<file path="config.mk">
export PLATFORM = sky130hd
export DESIGN_NAME = instr_exec_unit
export DESIGN_NICKNAME = d
export VERILOG_FILES = /design/src/rtl/instr_register_pkg.sv /design/src/rtl/serial_divider.sv /design/src/rtl/instr_exec_unit.sv
export SDC_FILE = /design/constraint.sdc
export NUM_CORES = 2
export LEC_CHECK = 0
export CORE_MARGIN = 8
export CORE_UTILIZATION = 50
export CTS_BUF_LIST = sky130_fd_sc_hd__clkbuf_2 sky130_fd_sc_hd__clkbuf_4 sky130_fd_sc_hd__clkbuf_8
export CTS_CLUSTER_DIAMETER = 150
export DETAILED_ROUTE_END_ITERATION = 7
export GPL_TIMING_DRIVEN = 0
export MAX_ROUTING_LAYER = met4
export PLACE_DENSITY = 0.67
export REMOVE_ABC_BUFFERS = 1
export SYNTH_ARGS = -nofsm -noshare
export SYNTH_HDL_FRONTEND = slang
export SYNTH_HIERARCHICAL = 1
export SYNTH_SLANG_ARGS = --single-unit
</file>
<file path="constraint.sdc">
create_clock -name clk -period 11.8 [get_ports clk]
set_input_delay 1.77 -clock clk [delete_from_list [all_inputs] [get_ports clk]]
set_output_delay 1.77 -clock clk [all_outputs]
set_load 0.02 [all_outputs]
</file>
<file path="src/rtl/instr_register_pkg.sv">
// Shared types for the instruction register and its execute stage, plus the
// single-cycle ALU and the divider operand/sign helpers.
package instr_register_pkg;

  typedef enum logic [3:0] {
    ZERO  = 4'd0,
    PASSA = 4'd1,
    PASSB = 4'd2,
    ADD   = 4'd3,
    SUB   = 4'd4,
    MULT  = 4'd5,
    DIV   = 4'd6,
    MOD   = 4'd7
  } opcode_t;

  typedef logic signed [31:0] operand_t;
  typedef logic        [4:0]  address_t;
  typedef logic signed [63:0] result_t;

  typedef struct packed {
    opcode_t  opc;
    operand_t op_a;
    operand_t op_b;
  } instruction_t;

  typedef enum logic [2:0] {
    S_IDLE,
    S_FETCH,
    S_EXEC,
    S_DIVIDE,
    S_OUTPUT,
    S_FINISH
  } exec_state_t;

  function automatic logic is_div_op(input opcode_t opc);
    return (opc == DIV) || (opc == MOD);
  endfunction

  // Operands are sign-extended before the op, so ADD/SUB/MULT cannot overflow.
  // Divide ops return 0 here; they go through the serial divider instead.
  function automatic result_t alu(input instruction_t ins);
    result_t a;
    result_t b;
    a = result_t'(ins.op_a);
    b = result_t'(ins.op_b);
    case (ins.opc)
      PASSA:   return a;
      PASSB:   return b;
      ADD:     return a + b;
      SUB:     return a - b;
      MULT:    return a * b;
      default: return '0;
    endcase
  endfunction

  // Magnitude as unsigned; -2^31 maps cleanly to 2^31.
  function automatic logic [31:0] magnitude(input operand_t v);
    return v[31] ? 32'(-v) : 32'(v);
  endfunction

  function automatic result_t apply_sign(input logic neg, input logic [31:0] mag);
    result_t ext;
    ext = result_t'({32'd0, mag});
    return neg ? -ext : ext;
  endfunction

endpackage

</file>
<file path="src/rtl/serial_divider.sv">
// Unsigned restoring divider: one quotient bit per cycle for W cycles after
// start_i, then a one-cycle done_o pulse with quotient and remainder.
module serial_divider #(
  parameter int W = 32
) (
  input  logic         clk,
  input  logic         reset,
  input  logic         start_i,
  input  logic [W-1:0] dividend_i,
  input  logic [W-1:0] divisor_i,
  output logic         done_o,
  output logic [W-1:0] quotient_o,
  output logic [W-1:0] remainder_o
);

  localparam int CW = $clog2(W + 1);

  logic [W-1:0]  quo_q, rem_q, dvs_q;
  logic [CW-1:0] cnt_q;
  logic          done_q;
  logic [W:0]    shifted_d;
  logic          take_d;

  // Partial remainder stays below the divisor, so the shift fits in W+1 bits.
  assign shifted_d = {rem_q, quo_q[W-1]};
  assign take_d    = shifted_d >= {1'b0, dvs_q};

  always_ff @(posedge clk) begin
    if (reset) begin
      quo_q  <= '0;
      rem_q  <= '0;
      dvs_q  <= '0;
      cnt_q  <= '0;
      done_q <= 1'b0;
    end else begin
      done_q <= 1'b0;
      if (start_i) begin
        quo_q <= dividend_i;
        rem_q <= '0;
        dvs_q <= divisor_i;
        cnt_q <= CW'(W);
      end else if (cnt_q != '0) begin
        quo_q <= {quo_q[W-2:0], take_d};
        rem_q <= take_d ? W'(shifted_d - {1'b0, dvs_q}) : shifted_d[W-1:0];
        cnt_q <= cnt_q - CW'(1);
        if (cnt_q == CW'(1)) done_q <= 1'b1;
      end
    end
  end

  assign done_o      = done_q;
  assign quotient_o  = quo_q;
  assign remainder_o = rem_q;

endmodule

</file>
<file path="src/rtl/instr_exec_unit.sv">
// Execute stage: walks a contiguous (wrapping) range of the instruction
// register and hands out one result per instruction over valid/ready.
module instr_exec_unit
  import instr_register_pkg::*;
#(
  parameter int NUM_ENTRIES = 32,
  parameter int DIV_ITER    = 32
) (
  input  logic         clk,
  input  logic         reset,
  input  logic         start,
  input  address_t     first_addr,
  input  logic [5:0]   num_instr,
  output address_t     read_pointer,
  input  instruction_t instruction_word,
  output logic         res_valid,
  input  logic         res_ready,
  output result_t      res_value,
  output opcode_t      res_opcode,
  output address_t     res_addr,
  output logic         div_zero,
  output logic         busy,
  output logic         done
);

  exec_state_t  state_q;
  instruction_t instr_q;
  address_t     rp_q, res_addr_q;
  logic [5:0]   remaining_q;
  result_t      res_value_q;
  opcode_t      res_opcode_q;
  logic         res_valid_q, div_zero_q, busy_q, done_q;

  logic          div_start_d, div_done;
  logic [31:0]   div_quo, div_rem;
  result_t       div_result_d;
  address_t      rp_next_d;

  assign div_start_d = (state_q == S_EXEC) && is_div_op(instr_q.opc) && (instr_q.op_b != '0);

  serial_divider #(.W(DIV_ITER)) u_div (
    .clk         (clk),
    .reset       (reset),
    .start_i     (div_start_d),
    .dividend_i  (magnitude(instr_q.op_a)),
    .divisor_i   (magnitude(instr_q.op_b)),
    .done_o      (div_done),
    .quotient_o  (div_quo),
    .remainder_o (div_rem)
  );

  // Sign fix: quotient truncates toward zero, remainder follows op_a.
  assign div_result_d = (instr_q.opc == DIV)
                      ? apply_sign(instr_q.op_a[31] ^ instr_q.op_b[31], div_quo)
                      : apply_sign(instr_q.op_a[31], div_rem);

  assign rp_next_d = (rp_q == address_t'(NUM_ENTRIES - 1)) ? '0 : rp_q + address_t'(1);

  always_ff @(posedge clk) begin
    if (reset) begin
      state_q      <= S_IDLE;
      instr_q      <= '0;
      rp_q         <= '0;
      res_addr_q   <= '0;
      remaining_q  <= '0;
      res_value_q  <= '0;
      res_opcode_q <= ZERO;
      res_valid_q  <= 1'b0;
      div_zero_q   <= 1'b0;
      busy_q       <= 1'b0;
      done_q       <= 1'b0;
    end else begin
      done_q <= 1'b0;
      case (state_q)
        S_IDLE: begin
          if (start) begin
            busy_q <= 1'b1;
            if (num_instr == '0) begin
              state_q <= S_FINISH;
            end else begin
              rp_q        <= first_addr;
              remaining_q <= num_instr;
              state_q     <= S_FETCH;
            end
          end
        end
        S_FETCH: begin
          instr_q      <= instruction_word;
          res_addr_q   <= rp_q;
          res_opcode_q <= instruction_word.opc;
          state_q      <= S_EXEC;
        end
        S_EXEC: begin
          if (!is_div_op(instr_q.opc)) begin
            res_value_q <= alu(instr_q);
            res_valid_q <= 1'b1;
            state_q     <= S_OUTPUT;
          end else if (instr_q.op_b == '0) begin
            res_value_q <= '0;
            div_zero_q  <= 1'b1;
            res_valid_q <= 1'b1;
            state_q     <= S_OUTPUT;
          end else begin
            state_q <= S_DIVIDE;
          end
        end
        S_DIVIDE: begin
          if (div_done) begin
            res_value_q <= div_result_d;
            res_valid_q <= 1'b1;
            state_q     <= S_OUTPUT;
          end
        end
        S_OUTPUT: begin
          if (res_ready) begin
            res_valid_q <= 1'b0;
            div_zero_q  <= 1'b0;
            remaining_q <= remaining_q - 6'd1;
            rp_q        <= rp_next_d;
            state_q     <= (remaining_q == 6'd1) ? S_FINISH : S_FETCH;
          end
        end
        S_FINISH: begin
          done_q  <= 1'b1;
          busy_q  <= 1'b0;
          state_q <= S_IDLE;
        end
        default: state_q <= S_IDLE;
      endcase
    end
  end

  assign read_pointer = rp_q;
  assign res_valid    = res_valid_q;
  assign res_value    = res_value_q;
  assign res_opcode   = res_opcode_q;
  assign res_addr     = res_addr_q;
  assign div_zero     = div_zero_q;
  assign busy         = busy_q;
  assign done         = done_q;

endmodule

</file>
==> flow_metrics.env <==
export IMPL_status="finished with violations"
export IMPL_failed_checks="capacitance limit"
export IMPL_overflow=0
export IMPL_grt_pass1_wl_um=302000
export IMPL_antenna_found_initial=15
export IMPL_mostFrequentLayoutCells="inv_1 (1084), fa_1 (1084), nand2_1 (897)"
export IMPL_leakage_nw=27.8
export IMPL_crit_required_ns=12.36
export IMPL_first_iter_violations=4825
export IMPL_slew_violations=0
export IMPL_rsz0062_at_grt="no"
export IMPL_ys_seq_area_frac=0.0931
export IMPL_drtAntennaViolNets=0
export IMPL_synth_edf_count=0
export IMPL_grt_util_all_layers=0.332
export IMPL_critPathLaunchType="flop"
export IMPL_period_share=0.918
export IMPL_area_growth_pct=8.15
export IMPL_p_switching_w=0.00575
export IMPL_start_util=0.503
export IMPL_grt_pass1_vias=49742
export IMPL_power_w=0.00996
export IMPL_cp_slowest_cell="clkinv_1"
export IMPL_path_class="reg -> reg"
export IMPL_cts_buffer_depth=3
export IMPL_synth_cells=6604
export IMPL_ys_warnings_count=6
export IMPL_critPathMostFrequentCell="fa_1"
export IMPL_maxCapViolCount=1
export IMPL_place_gp_congestion=0.999
export IMPL_ys_ff_latch=258
export IMPL_period_needed_ns=10.84
export IMPL_clkPwrFrac=0.093
export IMPL_layoutNonFillerInstCount=7976
export IMPL_fp_coreArea_um2=110000
export IMPL_clockRootBuffer="clkbuf_8"
export IMPL_viasPerCell=5.99
export IMPL_cp_end_kind="flop"
export IMPL_hpwl_um=152000
export IMPL_cts_setup_buffers=0
export IMPL_synth_flop_cell="dfxtp_1"
export IMPL_cts_tree="done"
export IMPL_dieArea_um2=122000
export IMPL_critical_path_buf_inv_count=5
export IMPL_vdd_ir_drop_max_mv=0.210
export IMPL_dpl_cell_area_um2=59000
export IMPL_path_cells="clkinv_1 -> nor2_1 -> ha_1 -> fa_1 -> fa_2 -> fa_1 -> inv_1 -> fa_1 -> inv_1 -> fa_1 -> inv_1 -> fa_1 -> inv_1 -> fa_1 -> ha_1 -> nand4_1 -> nor2_1 -> nand2_1 -> o41ai_1 -> o31ai_1 -> o21ai_0 -> xor2_1 -> a21oi_1 -> nor3_1"
export IMPL_yosysUniqueCellTypes=90
export IMPL_synth_top_cells_by_area="fa_1 (39%), dfxtp_1 (9.3%), inv_1 (7.3%)"
export IMPL_htree_levels=2
export IMPL_fin_util=0.544
export IMPL_syn_avg_cell_area_um2=8.40
export IMPL_crit_family="adder cells"
export IMPL_dp_cells=7885
export IMPL_drive_gt1_frac=0.0440
export IMPL_portBuffers=164
export IMPL_synth_area_leader_cell="fa_1"
export IMPL_wl_per_cell_um=24.5
export IMPL_clkSinkCount=258
export IMPL_die_h_um=349
export IMPL_die_w_um=349
export IMPL_slew_headroom=0.0222
export IMPL_drc_errors=0
export IMPL_synthArstFlopShare=0
export IMPL_combinationalPowerShare=0.737
export IMPL_clkTransAtPathRegs_ns=0.06
export IMPL_crit_fanout=19
export IMPL_cp_arrival_ns=11.40
export IMPL_wirelength_um=196000
export IMPL_post_synth_instance_area_um2=55500
export IMPL_rows=122
export IMPL_boundaryPins=165
export IMPL_worst_pin_slew_ns=1.46
export IMPL_cts_inserted_buffers=48
export IMPL_finalHoldViolCount=0
export IMPL_synth_top_cell_area_share=0.391
export IMPL_netSwitchingFraction=0.577
export IMPL_critical_path_max_stage_delay_ns=1.13
export IMPL_finalClockSkew_ns=0.0394
export IMPL_stdcell_area_um2=60000
export IMPL_vias=47801
export IMPL_internal_power_w=0.00421
export IMPL_cts_resized=0
export IMPL_setup_viol=0
export IMPL_p_per_area_nw_per_um2=166
export IMPL_nNetsFinal=7908
export IMPL_insertion_delay_ns=0.68
export IMPL_grt_max_degree=113
export IMPL_power_frac_seq=0.171
export IMPL_drt_pass1_iter_count=6
export IMPL_postCtsHoldBufs=0
export IMPL_hp_class="reg -> reg"
export IMPL_fmax_ghz=0.0923
synthesized netlist by cell type (18+ instances only):
library cell	instances
inv_1	1086
fa_1	1085
nand2_1	898
and2_1	459
a21oi_1	395
clkbuf_1	390
nor2_1	376
ha_1	293
dfxtp_1	258
o21ai_0	220
xnor2_1	165
nor3_1	80
xor2_1	61
a21o_1	58
nand3_1	55
mux2i_1	45
a211oi_1	39
o31ai_1	35
a31oi_1	32
nand2b_1	32
o21bai_1	32
buf_1	28
o211ai_1	26
nand4_1	25
a222oi_1	22
nor4_1	22
nor2b_1	21
or4_1	21
or3_1	20
a221oi_1	18
a311oi_1	18
and3_1	18
layout make-up:
class                      instances  area [um2]
antenna                           13        32.5
clock buffer                      66         852
clock inverter                    12         109
fill                           10152       50300
inverter                        1089        4090
multi-input combinational       4807       44500
sequential                       258        5250
tap                             1488        1860
timing repair buffer             243        3290
through the flow:
stage / hold WS (ns) / TNS [ns] / worst slack (ns)
after floorplan: 0.460 / 0 / 2.00
final: 0.457 / 0 / 0.963
after global placement: 0.443 / -51.65 / -2.93
after global routing: 0.489 / 0 / 0.720
after detailed placement: 0.450 / 0 / 1.21
after CTS: 0.458 / 0 / 1.14
power by group through the flow:
stage	Combinational (W)	Clock, W	Sequential [W]
2_1_floorplan	0.00431	0	0.00163
3_3_place_gp	0.00629	0	0.00219
3_5_place_dp	0.00711	0	0.00169
4_1_cts	0.00718	0.000937	0.00167
5_1_grt	0.00792	0.000971	0.00171
6_report	0.00734	0.000925	0.00170
worst register-to-register path: cells and delay by family (launching register included):
family | cells | cell delay, ns
compound gates | 4 | 1.37
xor+xnor | 1 | 0.18
buf+inv | 5 | 1.78
fa+ha+maj | 9 | 5.30
flops | 1 | 0.44
simple gates | 5 | 1.68
cell families (layout without fill, tap and decap cells):
logic type / Yosys count / count (layout) / share of synthesized area
AO/OA/AOI/OAI: 1086 / 1086 / 0.125
XOR/XNOR: 226 / 226 / 0.0357
adder cells (fa/ha/maj): 1378 / 1378 / 0.457
buffers and inverters: 1539 / 1410 / 0.106
flip-flops: 258 / 258 / 0.0931
multiplexers: 46 / 46 / 0.00832
other: 0 / 13 / 0
AND/OR/NAND/NOR: 2071 / 2071 / 0.175
flip-flops by register name, indices dropped and copies added, names as in the netlist:
name and count:
res_valid 1, res_addr 5, div_zero 1, u_div/quotient_o 32
state_q 3, u_div/cnt_q 6, u_div/done_o 1, remaining_q 6
instr_q 64, res_value 64, u_div/remainder_o 32, u_div/dvs_q 32
done 1, busy 1, read_pointer 5, res_opcode 4
path summary, 6_finish.rpt:
path	from	to	slack, ns	depth (start not counted)
max	instr_q[63]	res_value[60]	0.96	24
min	res_addr[0]	res_addr[0]	0.46	2
max reg2reg	instr_q[63]	res_value[60]	0.96	24
min reg2reg	res_addr[0]	res_addr[0]	0.46	2
metal layers:
layer,part of all wire,track usage,vias up
met5,0,-,-
li1,-,-,20416
met3,0.11,0.0727,684
met4,0.057,0.152,0
met1,0.39,0.428,24060
met2,0.44,0.500,2641
(Power assumes the default switching activity.)
